===== src/rtl/display_scan_controller_pkg.sv =====
// Shared constants and types for the multiplexed 6-digit clock display.
package display_scan_controller_pkg;

    localparam logic [2:0] DIG_SEC_LO = 3'd0;
    localparam logic [2:0] DIG_SEC_HI = 3'd1;
    localparam logic [2:0] DIG_MIN_LO = 3'd2;
    localparam logic [2:0] DIG_MIN_HI = 3'd3;
    localparam logic [2:0] DIG_HR_LO  = 3'd4;
    localparam logic [2:0] DIG_HR_HI  = 3'd5;

    localparam logic [5:0] AN_OFF = 6'b111111;

    typedef enum logic {
        BLANK = 1'b0,
        SHOW  = 1'b1
    } scan_state_t;

    // Active-low enable pattern with only the selected digit driven.
    function automatic logic [5:0] digit_mask(input logic [2:0] digit);
        return AN_OFF & ~(6'd1 << digit);
    endfunction

endpackage


===== src/rtl/display_scan_controller_scan_timer.sv =====
// Slot/digit sequencing for the display scan, plus frame counting for blink.
module scan_timer
    import display_scan_controller_pkg::*;
#(
    parameter int SCAN_DIV     = 50000,
    parameter int BLINK_FRAMES = 64,
    parameter int SLOT_W       = 16
) (
    input  logic              clk,
    input  logic              rst,
    output logic [SLOT_W-1:0] slot_cnt,
    output logic [2:0]        digit,
    output logic              slot_last,
    output logic              frame_done,
    output logic              blink_phase
);

    localparam int FRAME_W = (BLINK_FRAMES > 1) ? $clog2(BLINK_FRAMES) : 1;

    logic [FRAME_W-1:0] frame_cnt;

    assign slot_last = (slot_cnt == SLOT_W'(SCAN_DIV - 1));

    always_ff @(posedge clk) begin
        if (rst) begin
            slot_cnt    <= '0;
            digit       <= DIG_SEC_LO;
            frame_done  <= 1'b0;
            frame_cnt   <= '0;
            blink_phase <= 1'b0;
        end else begin
            frame_done <= 1'b0;
            if (slot_last) begin
                slot_cnt <= '0;
                if (digit == DIG_HR_HI) begin
                    // frame_done rises together with digit returning to 0
                    digit      <= DIG_SEC_LO;
                    frame_done <= 1'b1;
                    if (frame_cnt == FRAME_W'(BLINK_FRAMES - 1)) begin
                        frame_cnt   <= '0;
                        blink_phase <= ~blink_phase;
                    end else begin
                        frame_cnt <= frame_cnt + 1'b1;
                    end
                end else begin
                    digit <= digit + 3'd1;
                end
            end else begin
                slot_cnt <= slot_cnt + 1'b1;
            end
        end
    end

endmodule


===== src/rtl/display_scan_controller.sv =====
// Drives a 6-digit common-anode display from seconds/minutes/hours through one
// shared number-to-digit converter, with tear-free loads, ghost blanking and blink.
module display_scan_controller
    import display_scan_controller_pkg::*;
#(
    parameter int SCAN_DIV     = 50000,
    parameter int BLANK_CYCLES = 16,
    parameter int BLINK_FRAMES = 64
) (
    input  logic       clk,
    input  logic       rst,
    input  logic [5:0] seconds,
    input  logic [5:0] minutes,
    input  logic [5:0] hours,
    input  logic       load,
    input  logic [2:0] blink_en,
    output logic [5:0] conv_number,
    input  logic [7:0] conv_low,
    input  logic [7:0] conv_high,
    output logic [7:0] seg,
    output logic [5:0] an,
    output logic       frame_done
);

    localparam int SLOT_W = (SCAN_DIV > 1) ? $clog2(SCAN_DIV) : 1;

    logic [SLOT_W-1:0] slot_cnt;
    logic [2:0]        digit;
    logic              slot_last;
    logic              blink_phase;

    logic [5:0]  stage_sec, stage_min, stage_hr;
    logic [5:0]  shadow_sec, shadow_min, shadow_hr;
    logic        load_pending;
    scan_state_t state;
    logic [5:0]  an_show;
    logic        blink_sel;

    scan_timer #(
        .SCAN_DIV    (SCAN_DIV),
        .BLINK_FRAMES(BLINK_FRAMES),
        .SLOT_W      (SLOT_W)
    ) u_timer (
        .clk        (clk),
        .rst        (rst),
        .slot_cnt   (slot_cnt),
        .digit      (digit),
        .slot_last  (slot_last),
        .frame_done (frame_done),
        .blink_phase(blink_phase)
    );

    always_comb begin
        conv_number = shadow_hr;
        blink_sel   = blink_en[2];
        case (digit[2:1])
            2'd0: begin
                conv_number = shadow_sec;
                blink_sel   = blink_en[0];
            end
            2'd1: begin
                conv_number = shadow_min;
                blink_sel   = blink_en[1];
            end
            default: begin
                conv_number = shadow_hr;
                blink_sel   = blink_en[2];
            end
        endcase
    end

    // Shadows only change on the frame_done cycle, so every frame is built from one snapshot.
    always_ff @(posedge clk) begin
        if (rst) begin
            stage_sec    <= '0;
            stage_min    <= '0;
            stage_hr     <= '0;
            shadow_sec   <= '0;
            shadow_min   <= '0;
            shadow_hr    <= '0;
            load_pending <= 1'b0;
        end else if (frame_done) begin
            if (load) begin
                shadow_sec <= seconds;
                shadow_min <= minutes;
                shadow_hr  <= hours;
            end else if (load_pending) begin
                shadow_sec <= stage_sec;
                shadow_min <= stage_min;
                shadow_hr  <= stage_hr;
            end
            load_pending <= 1'b0;
        end else if (load) begin
            stage_sec    <= seconds;
            stage_min    <= minutes;
            stage_hr     <= hours;
            load_pending <= 1'b1;
        end
    end

    always_ff @(posedge clk) begin
        if (rst) begin
            seg <= 8'h00;
        end else begin
            seg <= digit[0] ? conv_high : conv_low;
        end
    end

    always_ff @(posedge clk) begin
        if (rst) begin
            state   <= BLANK;
            an_show <= AN_OFF;
        end else begin
            case (state)
                BLANK: begin
                    an_show <= AN_OFF;
                    if (slot_cnt == SLOT_W'(BLANK_CYCLES - 1)) begin
                        state   <= SHOW;
                        an_show <= digit_mask(digit);
                    end
                end
                SHOW: begin
                    if (slot_last) begin
                        state   <= BLANK;
                        an_show <= AN_OFF;
                    end
                end
                default: begin
                    state   <= BLANK;
                    an_show <= AN_OFF;
                end
            endcase
        end
    end

    // Blink masks combinationally so a blink_en change darkens the digit immediately.
    assign an = an_show | {6{blink_phase & blink_sel}};

endmodule


===== config.mk =====
export PLATFORM = sky130hd
export DESIGN_NAME = display_scan_controller
export DESIGN_NICKNAME = d
export VERILOG_FILES = /design/src/rtl/display_scan_controller_pkg.sv /design/src/rtl/display_scan_controller_scan_timer.sv /design/src/rtl/display_scan_controller.sv
export SDC_FILE = /design/constraint.sdc
export NUM_CORES = 1
export LEC_CHECK = 0
export BUFFER_PORTS_ARGS = -buffer_cell sky130_fd_sc_hd__buf_2
export CORE_ASPECT_RATIO = 1.1
export CORE_MARGIN = 4
export CORE_UTILIZATION = 55
export CTS_BUF_LIST = sky130_fd_sc_hd__clkbuf_8 sky130_fd_sc_hd__clkbuf_16
export CTS_CLUSTER_DIAMETER = 120
export DETAILED_ROUTE_END_ITERATION = 16
export PLACE_DENSITY = 0.79
export SYNTH_ARGS = -nofsm -noshare
export SYNTH_HDL_FRONTEND = slang
export SYNTH_SLANG_ARGS = --single-unit

===== constraint.sdc =====
create_clock -name clk -period 2.6 [get_ports clk]
set_input_delay 0.39 -clock clk [delete_from_list [all_inputs] [get_ports clk]]
set_output_delay 0.39 -clock clk [all_outputs]
set_load 0.01 [all_outputs]

After elaboration in Yosys (flattened, before gate mapping)
Index checks and enable logic that the tools add are counted.
Widths: inputs -> output; s select.
{"block": "classes", "n_addsub": 3, "mux": 18, "eq_ne": 6, "shift": 1, "n_reduce_logical": 9, "n_bitwise": 7}
{"operator": "$mux 6", "n": 9}
{"operator": "$pmux 6 s2", "n": 2}
{"operator": "$add 16x1->16 const B", "n": 1}
{"operator": "$eq 16x16->1 const B", "n": 1}
{"operator": "$eq 16x4->1 const B", "n": 1}
{"operator": "$mux 8", "n": 1}
{"operator": "$add 6x1->6 const B", "n": 1}
{"operator": "$eq 6x6->1 const B", "n": 1}
{"operator": "$not 6->6", "n": 1}
{"operator": "$or 6x6->6", "n": 1}
{"operator": "$reduce_and 2->1", "n": 3}
{"operator": "$reduce_or 2->1", "n": 3}
{"operator": "$shl 1x3->6 const A", "n": 1}
{"operator": "$not 1->1", "n": 4}
{"operator": "$pmux 1 s2", "n": 2}
{"operator": "$add 3x1->3 const B", "n": 1}
{"operator": "$eq 3x3->1 const B", "n": 1}
{"operator": "$mux 1", "n": 3}
{"operator": "$mux 3", "n": 1}
{"operator": "$reduce_and 3->1", "n": 1}
{"operator": "$eq 2x1->1 const B", "n": 1}
{"operator": "$logic_not 2->1", "n": 1}
{"operator": "$ne 2x2->1 const B", "n": 1}
{"operator": "$reduce_bool 2->1", "n": 1}
{"operator": "$and 1x1->1", "n": 1}
{"block": "word_totals", "wordCells": 59, "input_bits": 40, "register_bits": 79, "output_inout_bits": 21}

Longest topological paths before layout
{"block": "depth", "ltp_word": 4, "depth_mapped": 6, "ltp_nobuf": 5}

Hierarchy
A second synthesis with hierarchy kept.
{"block": "hier_totals", "cells_unflattened": 393, "hier_area_um2": 3455.8}
{"module": "display_scan_controller", "area_each_um2": 2235.9, "instances": 1, "seq_area_each_um2": 1041.0, "cells_per_inst": 255}
{"module": "scan_timer", "area_each_um2": 1219.9, "instances": 1, "seq_area_each_um2": 540.5, "cells_per_inst": 138}

Least setup slack after synthesis
Ideal clock, no wire load.
{"block": "synth_path", "path_kind": "register to register", "startpoint": "register u_timer.digit[0]", "endpoint": "register u_timer.digit[2]", "period_less_slack_ns": 1.904, "setup_time_ns": 0.070, "arrival_ns": 1.833, "required_ns": 2.530, "setup_slack_ns": 0.696, "path_buffers": 2, "stages_incl_launch_ff": 7, "path_cell_list": "dfxtp_1 -> buf_2 -> clkbuf_1 -> and2_1 -> ha_1 -> or4_1 -> a21oi_1"}
{"block": "synth_via", "elab_chain_len": 2, "word_cells_on_any_way": 3, "cone_classes": "add/sub (1); eq/ne (1); mux (1)"}
{"element": "start, declared", "line_no": "display_scan_controller_scan_timer.sv:12", "text": "output logic [2:0] digit,"}
{"element": "start signal, assigned", "line_no": "display_scan_controller_scan_timer.sv:46", "text": "digit <= digit + 3'd1;"}
{"element": "$add 3x1->3 / $eq 3x3->1 (equally long branches)", "line_no": "display_scan_controller_scan_timer.sv:46, display_scan_controller_scan_timer.sv:35"}
{"element": "$mux 3 *", "line_no": "display_scan_controller_scan_timer.sv:35", "text": "if (digit == DIG_HR_HI) begin"}
Every way passes the cells marked *; elsewhere a longest branch is shown, timed or not.
A chain may end at the register's enable or synchronous reset.

Worst setup path in the final report
{"block": "layout_path", "startpoint": "register u_timer.digit[1]", "endpoint": "output port an[0]"}
{"block": "layout_via", "elab_chain_len": 4, "word_cells_on_any_way": 5, "cone_classes": "eq/ne (1); mux (1); bitwise (2); reduce/logical (1)"}
{"element": "$eq 2x1->1 / $logic_not 2->1 (equally long branches)", "line_no": "display_scan_controller.sv:56", "text": "case (digit[2:1])"}
{"element": "$pmux 1 s2 *", "line_no": "display_scan_controller.sv:56"}
{"element": "$and 1x1->1 *", "line_no": "display_scan_controller.sv:137", "text": "assign an = an_show | {6{blink_phase & blink_sel}};"}
{"element": "$or 6x6->6 *", "line_no": "display_scan_controller.sv:137"}
{"element": "end, declared", "line_no": "display_scan_controller.sv:21", "text": "output logic [5:0] an,"}
Marked as above.

==> metrics.cfg <==
[flow_run]
drv_cap=0

[logic_synthesis]
synth_commonest_cells=79 x dfxtp_1, 48 x nand2_1, 48 x nor2_1, 33 x mux2i_1, 26 x a21oi_1
yosys_register_bits=79
yosys-mux-area-fraction_pct=9.61
synth_top_area_share_pct=46.0
synth_enable_flop_cells=0
synth_compound_area_share_pct=13.4
synth-xor-area-share_pct=3.57
ys_async_sr_fraction_pct=0
synthAdderAreaFrac_pct=1.09
syn_inst=393
synth_ff_type=dfxtp_1
ys_warn_count=0
synth_area_um2=3440
yosys.cell_types.count=40
synthSimpleGateAreaFrac_pct=22.0
synth_top_family_by_area=simple AND/OR/NAND/NOR gates
synth.most_common_cell=dfxtp_1
yosys.area.top_type=dfxtp_1
netlist_top_cells_area=dfxtp_1 46%, mux2i_1 9.6%, nand2_1 5.2%
syn_area_per_cell_um2=8.75
syn_nets=436
synth-seq-area-share_pct=46.0

[routing]
vias_per_cell=5.42
final_antenna_net_count=0
routedWlPerCell_um=13.9
routed_wl_um=7370
vias=2870
drc=0
drt_iter0_drc=139
drt_pass1_iterations=7

[pwr]
powerDensity_nw_per_um2=578
clockPowerShare_pct=40.2
p_int_mw=1.77
p_comb_share_pct=5.9
p_sw_share_pct=23.6
leakagePower_nw=1.52
p_switching_mw=0.546
seqPwrFrac_pct=53.9
irDropWorstVdd_mv=0.465

[setup_path]
worstSetupPathType=register to output port
reg2reg_depth=5
crit_fanout=15
crit_arrival_ns=1.90
r2r_start=u_timer.slot_cnt[0]
rr_endpoint=an_show[0]
start_kind=register
crit_path_end_kind=output port
rrSetupSlack_ns=0.68
required_ns=2.21

[floorplan]
die_y_um=90.9
num_rows=29
initial_core_util_pct=58.1
die_width_um=83.4
pin_count=61
coreArea_um2=5910
die_area_um2=7580

[sta]
slew_viol_final=0
grt_setup_unrepaired=no
worstMarginPinSlew_ns=0.692
fin_tns_setup_ns=0
final-setup-viol-count=0
skew_ns=0.0113
period_needed_ns=2.29
finalHoldViolCount=0
slew_headroom_pct=53.9
period_share_pct=88.0
fmax_mhz=437

[min_path]
min_path_type=input port to register
worst_hold_path.num_cells=3
min-delay-start=conv_low[6]
worstHoldEndpoint=seg[6]

[finish]
fin_nets=491
fin_area_um2=4010
multi_input_area_um2=1710
drive_gt1_share_pct=20.3
synthToLayoutAreaGrowth_pct=16.6
fill_cells=492
n_antenna_cell=0
regArea_um2=1580

[clock_tree]
cts.sinks=79
cts_resized=0
clk_pin_slew_worst_paths_ns=0.09
insertion_delay_ns=0.35
cts_buffers=9
cts.path.max_buffers=2
cts_root_buf=clkbuf_8
h-tree-depth=3
ctsHoldBuffers=0
cts_tree=built
cts_setup_buffers=0

[global_routing]
grt_pass1_wl_um=12600
grt_pass1_vias=2806
antenna_found_initial=0
gr-total-overflow=0
grt_max_degree=45
track_usage_pct=20.1

[place]
port_buffers=60
place_congestion=0.807
hpwl_um=5150
dpl-instance-area_um2=3800

[run_status]
outcome=finished, final reports clean

[cell families after synthesis]
family | count (synthesis)
simple gates | 158
flops | 79
compound gates | 72
buf+inv | 34
mux | 33
xor+xnor | 14
fa+ha+maj | 3
[cell usage in the layout (no fill, tap or decap), types with 2 or more instances in the layout]
master	n
xor2_1	2
xnor2_1	12
mux2i_1	33
a211oi_1	19
ha_1	3
nand3_1	15
nor4_1	5
clkinvlp_4	3
dfxtp_1	79
inv_1	9
a21oi_1	26
clkbuf_8	10
nand2_1	48
nor2_1	48
buf_2	60
nor3_1	11
or4_1	3
nand2b_1	7
o21ai_0	11
o211ai_1	2
a2bb2oi_1	6
buf_4	8
nand4_1	5
clkinv_4	2
o31ai_1	4
and3_1	5
[cell type report]
type                       count  share of cell area, %
multi-input combinational    280                   42.6
sequential                    79                   39.5
timing repair buffer          69                   9.49
clock buffer                  10                   3.43
tap                           77                   2.40
clock inverter                 6                   1.75
inverter                       9                  0.843
[power by group through the flow]
stage / registers [mW] / clock network [mW] / logic, mW
after floorplan: 1.28 / 0 / 0.0778
after global placement: 1.28 / 0 / 0.135
after detailed placement: 1.28 / 0 / 0.138
after CTS: 1.25 / 0.948 / 0.138
after global routing: 1.25 / 1.01 / 0.157
final: 1.25 / 0.931 / 0.137
[how the worst max path moves through the flow]
stage,start,endpoint,slack (ns),cells after the start
floorplan,u_timer.digit[0],u_timer.digit[2],0.70,6
global placement,u_timer.digit[1],an[0],0.73,5
detailed placement,u_timer.digit[1],an[1],0.67,5
CTS,u_timer.digit[1],an[1],0.28,5
global route,u_timer.digit[1],an[1],0.1,5
finish,u_timer.digit[1],an[0],0.31,5
[metrics by stage]
stage          power, mW  hold WS, ns  util, %  std cells  setup WS (ns)
2_1_floorplan       1.36        0.429        -        393          0.696
3_3_place_gp        1.41        0.441     64.2        514          0.734
3_5_place_dp        1.41        0.446     64.2        514          0.674
4_1_cts             2.33        0.261     67.8        530          0.283
5_1_grt             2.42        0.271     67.8        530         0.0963
6_report            2.32        0.268     67.8        530          0.313
[routing by layer]
metal	part of all wire (%)	vias up	global-route usage (%)	routed length [um]
li1	-	1484	-	-
met1	43	1319	23.0	3210
met5	0	-	0	0
met3	4.9	8	3.56	358
met2	50	59	35.8	3720
met4	1.2	0	9.81	87
[flip-flops by register name, summed over array words and instances (netlist names), 3 cells and up]
register,flops
seg,8
shadow_hr,6
u_timer.slot_cnt,16
an_show,6
stage_min,6
shadow_sec,6
shadow_min,6
stage_hr,6
stage_sec,6
u_timer.frame_cnt,6
u_timer.digit,3
[critical path, stage by stage (launching register included)]
cell      delay (ns)
dfxtp_1         0.74
mux2i_1         0.26
nand2_1         0.07
o211ai_1        0.24
nand2b_1        0.10
buf_2           0.15
No activity file was read; power rests on OpenSTA's default activity.
